--- src/rtl/adpll_pkg.sv ---
// Shared types, constants and saturating helpers for the adpll_pi loop.
// Holds the FSM state enum, nominal FTW, dither LFSR seed/taps.
`timescale 1ns/1ps
package adpll_pkg;

  typedef enum logic [1:0] {
    IDLE,
    ACQUIRE,
    LOCKED,
    HOLDOVER
  } state_t;

  localparam longint FTW_NOM_DEF = 64'd71582788;
  localparam logic [15:0] LFSR_SEED = 16'hACE1;
  // x^16+x^14+x^13+x^11+1, right-shifting Galois form
  localparam logic [15:0] LFSR_TAPS = 16'hB400;
  localparam int WIDE = 64;

  function automatic logic signed [WIDE-1:0] clamp(
    input logic signed [WIDE-1:0] x,
    input logic signed [WIDE-1:0] lo,
    input logic signed [WIDE-1:0] hi
  );
    if (x < lo) return lo;
    if (x > hi) return hi;
    return x;
  endfunction

  // saturate x to the range of a w-bit signed value
  function automatic logic signed [WIDE-1:0] sat(
    input logic signed [WIDE-1:0] x,
    input int w
  );
    logic signed [WIDE-1:0] hi;
    logic signed [WIDE-1:0] lo;
    hi = (64'sd1 <<< (w - 1)) - 64'sd1;
    lo = -(64'sd1 <<< (w - 1));
    return clamp(x, lo, hi);
  endfunction

endpackage

--- src/rtl/adpll_sync_edge.sv ---
// Two-flop synchroniser for an asynchronous input plus rising-edge detect.
// Ports: clk, rst (async, active-high), d (async in), rise (1-clk pulse).
`timescale 1ns/1ps
module adpll_sync_edge (
  input  logic clk,
  input  logic rst,
  input  logic d,
  output logic rise
);

  logic [2:0] sr;

  always_ff @(posedge clk or posedge rst) begin
    if (rst) sr <= '0;
    else     sr <= {sr[1:0], d};
  end

  assign rise = sr[1] & ~sr[2];

endmodule

--- src/rtl/adpll_pi.sv ---
// PI-filtered ADPLL: NCO locked to async i_rf, with lock detect and holdover.
// Ports: i_clk, i_rst, i_en, i_rf in; o_gen, o_lock, o_holdover, o_ftw, o_err out.
// Define ADPLL_DITHER_EN to add LFSR dither to the NCO increment LSB.
`timescale 1ns/1ps
module adpll_pi
  import adpll_pkg::*;
#(
  parameter int     ACC_W    = 32,
  parameter int     ERR_W    = 16,
  parameter longint FTW_NOM  = FTW_NOM_DEF,
  parameter int     KP_SHL   = 8,
  parameter int     KI_SHL   = 2,
  parameter int     LOCK_TOL = 256,
  parameter int     LOCK_CNT = 16,
  parameter int     TIMEOUT  = 1024
) (
  input  logic                    i_clk,
  input  logic                    i_rst,
  input  logic                    i_en,
  input  logic                    i_rf,
  output logic                    o_gen,
  output logic                    o_lock,
  output logic                    o_holdover,
  output logic [ACC_W-1:0]        o_ftw,
  output logic signed [ERR_W-1:0] o_err
);

  localparam int W2  = ACC_W + 2;
  localparam int LCW = $clog2(LOCK_CNT + 1);
  localparam int TCW = $clog2(TIMEOUT + 1);

  localparam logic [ACC_W-1:0] NOM_ACC = ACC_W'(FTW_NOM);
  localparam logic signed [W2-1:0] NOM_W = W2'(FTW_NOM);
  localparam logic signed [WIDE-1:0] FTW_MIN = 64'sd1;
  localparam logic signed [WIDE-1:0] FTW_MAX =
    (64'sd1 <<< (ACC_W - 1)) - 64'sd1;

  logic rf_edge;

  adpll_sync_edge u_sync (
    .clk  (i_clk),
    .rst  (i_rst),
    .d    (i_rf),
    .rise (rf_edge)
  );

  state_t state, state_n;

  logic [ACC_W-1:0]        acc;
  logic [ACC_W-1:0]        ftw;
  logic [ACC_W-1:0]        step;
  logic signed [ACC_W-1:0] integ;
  logic signed [ERR_W-1:0] err;
  logic signed [ERR_W:0]   err_x;
  logic [ERR_W:0]          err_abs;
  logic                    in_win;
  logic                    upd;
  logic [LCW-1:0]          lock_cnt, lock_cnt_n;
  logic [TCW-1:0]          tmo_cnt;
  logic                    tmo_hit;

  // phase detector: NCO phase at the reference edge, negated
  assign err     = -$signed(acc[ACC_W-1 -: ERR_W]);
  assign err_x   = {err[ERR_W-1], err};
  assign err_abs = err_x[ERR_W] ? -err_x : err_x;
  assign in_win  = err_abs <= (ERR_W+1)'(LOCK_TOL);
  assign tmo_hit = !rf_edge && (tmo_cnt == TCW'(TIMEOUT - 1));

  // loop filter arithmetic, two guard bits over the accumulator
  logic signed [W2-1:0] err_w;
  logic signed [W2-1:0] integ_w;
  logic signed [W2-1:0] i_sum;
  logic signed [W2-1:0] f_sum;
  logic signed [W2-1:0] h_sum;
  logic [ACC_W-1:0]     integ_nx;
  logic [ACC_W-1:0]     ftw_nx;
  logic [ACC_W-1:0]     ftw_ho;

  assign err_w   = {{(W2-ERR_W){o_err[ERR_W-1]}}, o_err};
  assign integ_w = {{2{integ[ACC_W-1]}}, integ};
  assign i_sum   = integ_w + (err_w <<< KI_SHL);
  assign f_sum   = NOM_W + integ_w + (err_w <<< KP_SHL);
  assign h_sum   = NOM_W + integ_w;

  assign integ_nx = ACC_W'(sat(WIDE'(i_sum), ACC_W));
  assign ftw_nx   = ACC_W'(clamp(WIDE'(f_sum), FTW_MIN, FTW_MAX));
  assign ftw_ho   = ACC_W'(clamp(WIDE'(h_sum), FTW_MIN, FTW_MAX));

  always_ff @(posedge i_clk or posedge i_rst) begin
    if (i_rst) begin
      state    <= IDLE;
      lock_cnt <= '0;
    end else begin
      state    <= state_n;
      lock_cnt <= lock_cnt_n;
    end
  end

  always_comb begin
    state_n    = state;
    lock_cnt_n = lock_cnt;
    if (!i_en) begin
      state_n    = IDLE;
      lock_cnt_n = '0;
    end else begin
      unique case (state)
        IDLE: begin
          state_n    = ACQUIRE;
          lock_cnt_n = '0;
        end
        ACQUIRE: begin
          if (rf_edge) begin
            if (in_win) begin
              lock_cnt_n = lock_cnt + 1'b1;
              if (lock_cnt == LCW'(LOCK_CNT - 1)) state_n = LOCKED;
            end else begin
              lock_cnt_n = '0;
            end
          end else if (tmo_hit) begin
            state_n    = HOLDOVER;
            lock_cnt_n = '0;
          end
        end
        LOCKED: begin
          if (rf_edge) begin
            if (!in_win) begin
              state_n    = ACQUIRE;
              lock_cnt_n = '0;
            end
          end else if (tmo_hit) begin
            state_n    = HOLDOVER;
            lock_cnt_n = '0;
          end
        end
        HOLDOVER: begin
          // this edge only resynchronises
          if (rf_edge) begin
            state_n    = ACQUIRE;
            lock_cnt_n = '0;
          end
        end
        default: state_n = IDLE;
      endcase
    end
  end

  always_ff @(posedge i_clk or posedge i_rst) begin
    if (i_rst) begin
      tmo_cnt <= '0;
    end else if (!i_en || state == IDLE || rf_edge) begin
      tmo_cnt <= '0;
    end else if (tmo_cnt != TCW'(TIMEOUT)) begin
      tmo_cnt <= tmo_cnt + 1'b1;
    end
  end

  always_ff @(posedge i_clk or posedge i_rst) begin
    if (i_rst) begin
      o_err <= '0;
      upd   <= 1'b0;
      integ <= '0;
      ftw   <= NOM_ACC;
    end else begin
      if (rf_edge) o_err <= err;
      upd <= i_en && rf_edge &&
             (state == ACQUIRE || state == LOCKED);
      if (!i_en || state == IDLE) begin
        integ <= '0;
        ftw   <= NOM_ACC;
      end else if (state == HOLDOVER) begin
        ftw <= ftw_ho;
      end else if (upd) begin
        integ <= integ_nx;
        ftw   <= ftw_nx;
      end
    end
  end

`ifdef ADPLL_DITHER_EN
  logic [15:0] lfsr;

  always_ff @(posedge i_clk or posedge i_rst) begin
    if (i_rst) lfsr <= LFSR_SEED;
    else       lfsr <= (lfsr >> 1) ^ (lfsr[0] ? LFSR_TAPS : 16'h0000);
  end

  assign step = ftw + ACC_W'(lfsr[0]);
`else
  assign step = ftw;
`endif

  always_ff @(posedge i_clk or posedge i_rst) begin
    if (i_rst) acc <= '0;
    else       acc <= acc + step;
  end

  assign o_gen      = acc[ACC_W-1];
  assign o_lock     = (state == LOCKED);
  assign o_holdover = (state == HOLDOVER);
  assign o_ftw      = ftw;

endmodule

--- config.mk ---
export PLATFORM = sky130hd
export DESIGN_NAME = adpll_pi
export DESIGN_NICKNAME = d
export VERILOG_FILES = /design/src/rtl/adpll_pkg.sv /design/src/rtl/adpll_sync_edge.sv /design/src/rtl/adpll_pi.sv
export SDC_FILE = /design/constraint.sdc
export NUM_CORES = 1
export LEC_CHECK = 0
export ABC_AREA = 0
export BUFFER_PORTS_ARGS = -buffer_cell sky130_fd_sc_hd__buf_2
export CAP_MARGIN = 20
export CORE_MARGIN = 2
export CORE_UTILIZATION = 25
export DETAILED_ROUTE_END_ITERATION = 10
export PLACE_DENSITY = 0.47
export SLEW_MARGIN = 20
export SYNTH_ARGS = -nofsm -noshare
export SYNTH_HDL_FRONTEND = slang
export SYNTH_HIERARCHICAL = 1
export SYNTH_SLANG_ARGS = --single-unit
--- constraint.sdc ---
create_clock -name i_clk -period 13.2 [get_ports i_clk]
set_input_delay 1.98 -clock i_clk [delete_from_list [all_inputs] [get_ports i_clk]]
set_output_delay 1.98 -clock i_clk [all_outputs]
set_load 0.02 [all_outputs]
==> impl_metrics.env <==
export IMPL_synthMuxAreaShare=0.0172
export IMPL_stdcell_area_mm2=0.0135
export IMPL_status="finished, final reports clean"
export IMPL_drv_cap=0
export IMPL_synthCells=1444
export IMPL_die_area_mm2=0.0503
export IMPL_synthAdderAreaFrac=0.114
export IMPL_first_pass_iters=7
export IMPL_postSynthAreaPerCell_um2=8.40
export IMPL_track_usage=0.161
export IMPL_switching_power_mw=1.14
export IMPL_skew_ns=0.0101
export IMPL_cts_resized_gates=0
export IMPL_worst_setup_path_start_kind="flip-flop"
export IMPL_max_freq_mhz=170
export IMPL_fin_crit_ns=5.89
export IMPL_clock_latency_ns=0.43
export IMPL_rsz0062_at_grt="false"
export IMPL_core_area_mm2=0.0478
export IMPL_tns_ns=0
export IMPL_area_delta_synth_final_pct=11.7
export IMPL_yosys_warnings=6
export IMPL_r2r_start="integ[2]"
export IMPL_fin_crit_sh=0.446
export IMPL_drtAntennaViolNets=0
export IMPL_drt_iter0_markers=842
export IMPL_post_cts_buffers=0
export IMPL_synthesis_area_mm2=0.0121
export IMPL_synth_seq_cells=133
export IMPL_die_h_um=224
export IMPL_num_rows=80
export IMPL_end_kind="flip-flop"
export IMPL_combPwrFrac=0.548
export IMPL_worst_r2r_setup_slack_ns=7.31
export IMPL_synthFlopType="dfrtp_1"
export IMPL_worstPathMaxFanout=15
export IMPL_start_util=0.253
export IMPL_clk_pin_slew_worst_paths_ns=0.06
export IMPL_async_reset_ff_frac=1.00
export IMPL_portBuffers=54
export IMPL_cts_buffer_depth=2
export IMPL_power_per_cell_area_mw_per_mm2=177
export IMPL_synth_top_cell_by_area="dfrtp_1"
export IMPL_setup_viol=0
export IMPL_numCtsBuffers=17
export IMPL_max_slew_margin=0.302
export IMPL_ioPinCount=55
export IMPL_grt_antenna_before_repair=2
export IMPL_synth_net_count=1557
export IMPL_synth_simple_area_share=0.216
export IMPL_worst_ep_arrival_time_ns=6.17
export IMPL_viasPerCell=5.41
export IMPL_path_cells="ha_1 > nand3_1 > o21ai_0 > a211o_1 > nand2_1 > a221oi_1 > inv_1 > ha_1 > a21o_1 > a31oi_1 > o21ai_0 > and3_1 > a311oi_1 > o211ai_1 > a2111o_1 > nand2_1 > o221ai_1"
export IMPL_seqPwrFrac=0.262
export IMPL_place_congestion=0.906
export IMPL_drc=0
export IMPL_seq_area_frac_synth=0.275
export IMPL_clockRootBuffer="clkbuf_16"
export IMPL_switching_share=0.477
export IMPL_final_cell_mix="dfrtp_1, nand2_1, nor2_1, ha_1, o21ai_0"
export IMPL_synth_compound_area_frac=0.267
export IMPL_synthXorXnorAreaFrac=0.0730
export IMPL_drive_gt1_frac=0.0974
export IMPL_wl_um=40400
export IMPL_die_width_um=224
export IMPL_clkPwrFrac=0.191
export IMPL_final_nets=1578
export IMPL_slowest_stage="a2111o_1"
export IMPL_clock_sinks=133
export IMPL_hold_end="u_sync/sr[1]"
export IMPL_synth_area_top_cells="dfrtp_1, ha_1, xnor2_1"
export IMPL_grt_pass1_vias=10800
export IMPL_grt_max_degree=67
export IMPL_vdd_drop_max_mv=0.0916
export IMPL_cts_tree="built"
export IMPL_hp_start="u_sync/sr[0]"
export IMPL_synth_edff_count=0
export IMPL_placed_area_mm2=0.0130
export IMPL_critical_path_required_ns=13.48
export IMPL_hold_violations=0
export IMPL_crit_type="flip-flop to flip-flop"
export IMPL_grt_first_pass_wirelength_um=63600
export IMPL_synth_top_family_by_area="compound AO/OA/AOI/OAI gates"
export IMPL_holdPathStages=0
export IMPL_cts_max_level=4
export IMPL_ctsHoldBuffers=0
export IMPL_rr_worst_depth=17
export IMPL_p_int_mw=1.26
export IMPL_synth_top_area_share=0.260
export IMPL_wire_per_inst_um=19.3
export IMPL_worst_slew_pin_transition_ns=1.04
export IMPL_leakage_nw=5.89
export IMPL_setup_ws_ns=7.31
export IMPL_finalMaxSlewViolations=0
export IMPL_max_stage_delay_ns=0.56
export IMPL_routed_via_count=11300
export IMPL_overflow=0
export IMPL_r2r_end="o_ftw[25]"
export IMPL_hpwlAfterDp_um=31900
export IMPL_hp_class="flip-flop to flip-flop"
export IMPL_yosysUniqueCellTypes=88
export IMPL_dp_slack_ns=7.34
export IMPL_final_common_cell="dfrtp_1"
synthesized netlist by cell type, types with 11 or more instances:
| cell type | count |
|---|---|
| inv_1 | 57 |
| nand3_1 | 52 |
| mux2_2 | 14 |
| and2_1 | 14 |
| o21a_1 | 17 |
| a211oi_1 | 13 |
| nand2_1 | 119 |
| nor2b_1 | 24 |
| nor2_1 | 107 |
| a31oi_1 | 16 |
| nand4_1 | 16 |
| a21oi_1 | 78 |
| and3_1 | 19 |
| clkbuf_1 | 41 |
| a22oi_1 | 18 |
| xor2_1 | 40 |
| a21o_1 | 43 |
| or3_1 | 21 |
| a22o_1 | 29 |
| o31ai_1 | 11 |
| nor4_1 | 12 |
| xnor2_1 | 61 |
| buf_2 | 14 |
| ha_1 | 106 |
| dfrtp_1 | 126 |
| o21ai_0 | 85 |
| nand2b_1 | 20 |
| o211ai_1 | 29 |
| nor3_1 | 42 |
worst max-delay path, delay by kind of cell (launching register included):
family / cells / cell delay [ns]
buffers and inverters: 1 / 0.09
DFF: 1 / 0.55
adders and majority gates: 2 / 0.73
AOI/OAI and AO/OA: 10 / 3.34
and+or+nand+nor: 4 / 0.99
power groups by stage:
| stage | clock (mW) | sequential (mW) | combinational (mW) |
|---|---|---|---|
| 3_3_place_gp | 0 | 0.637 | 1.31 |
| 2_1_floorplan | 0 | 0.599 | 0.946 |
| 6_report | 0.457 | 0.628 | 1.31 |
| 3_5_place_dp | 0 | 0.638 | 1.30 |
| 5_1_grt | 0.488 | 0.646 | 1.45 |
| 4_1_cts | 0.471 | 0.633 | 1.30 |
sequential cells by signal, summed over array words and instances (netlist names):
signal,count
o_err,16
state,2
upd,1
lock_cnt,5
tmo_cnt,11
u_sync/sr,3
o_ftw,32
integ,31
acc,32
logic make-up (layout without fill, tap and decap cells):
| group | Yosys count | in the layout |
|---|---|---|
| AND/OR/NAND/NOR | 507 | 507 |
| multiplexers | 19 | 19 |
| adder cells (fa/ha/maj) | 109 | 109 |
| buffers and inverters | 116 | 150 |
| AO/OA/AOI/OAI | 459 | 459 |
| other | 0 | 1 |
| flip-flops | 133 | 133 |
| XOR/XNOR | 101 | 101 |
layout make-up:
cell class	count	area [um2]
Multi-Input combinational cell	1195	8350
Antenna cell	1	2.50
Sequential cell	133	3340
Clock inverter	11	104
Fill cell	5127	34300
Tap cell	615	769
Clock buffer	21	440
Timing Repair Buffer	61	323
Inverter	57	219
per-stage QoR:
step / hold WS, ns / util / instances / total power, mW
2_1_floorplan: 0.331 / - / 1444 / 1.55
3_3_place_gp: 0.335 / 0.272 / 2061 / 1.94
3_5_place_dp: 0.353 / 0.272 / 2061 / 1.93
4_1_cts: 0.367 / 0.283 / 2093 / 2.41
5_1_grt: 0.374 / 0.283 / 2093 / 2.58
6_report: 0.361 / 0.283 / 2094 / 2.40
metal layers:
| layer | vias to the layer above | routed length (um) | track usage |
|---|---|---|---|
| met1 | 5548 | 19200 | 0.218 |
| li1 | 5479 | - | - |
| met5 | - | 0 | 0 |
| met2 | 249 | 18700 | 0.265 |
| met3 | 54 | 1620 | 0.0246 |
| met4 | 0 | 884 | 0.0449 |
worst max path at each step:
stage          startpoint   endpoint  slack (ns)  cells past startpoint
2_1_floorplan       i_rst     acc[0]        7.76                      1
3_3_place_gp     integ[2]  o_ftw[27]        7.53                     17
3_5_place_dp     integ[2]  o_ftw[25]        7.34                     17
4_1_cts          integ[2]  o_ftw[25]        7.27                     17
5_1_grt          integ[2]  o_ftw[25]        6.72                     17
6_report         integ[2]  o_ftw[25]        7.31                     17
No activity file was read; power rests on OpenSTA's default activity.
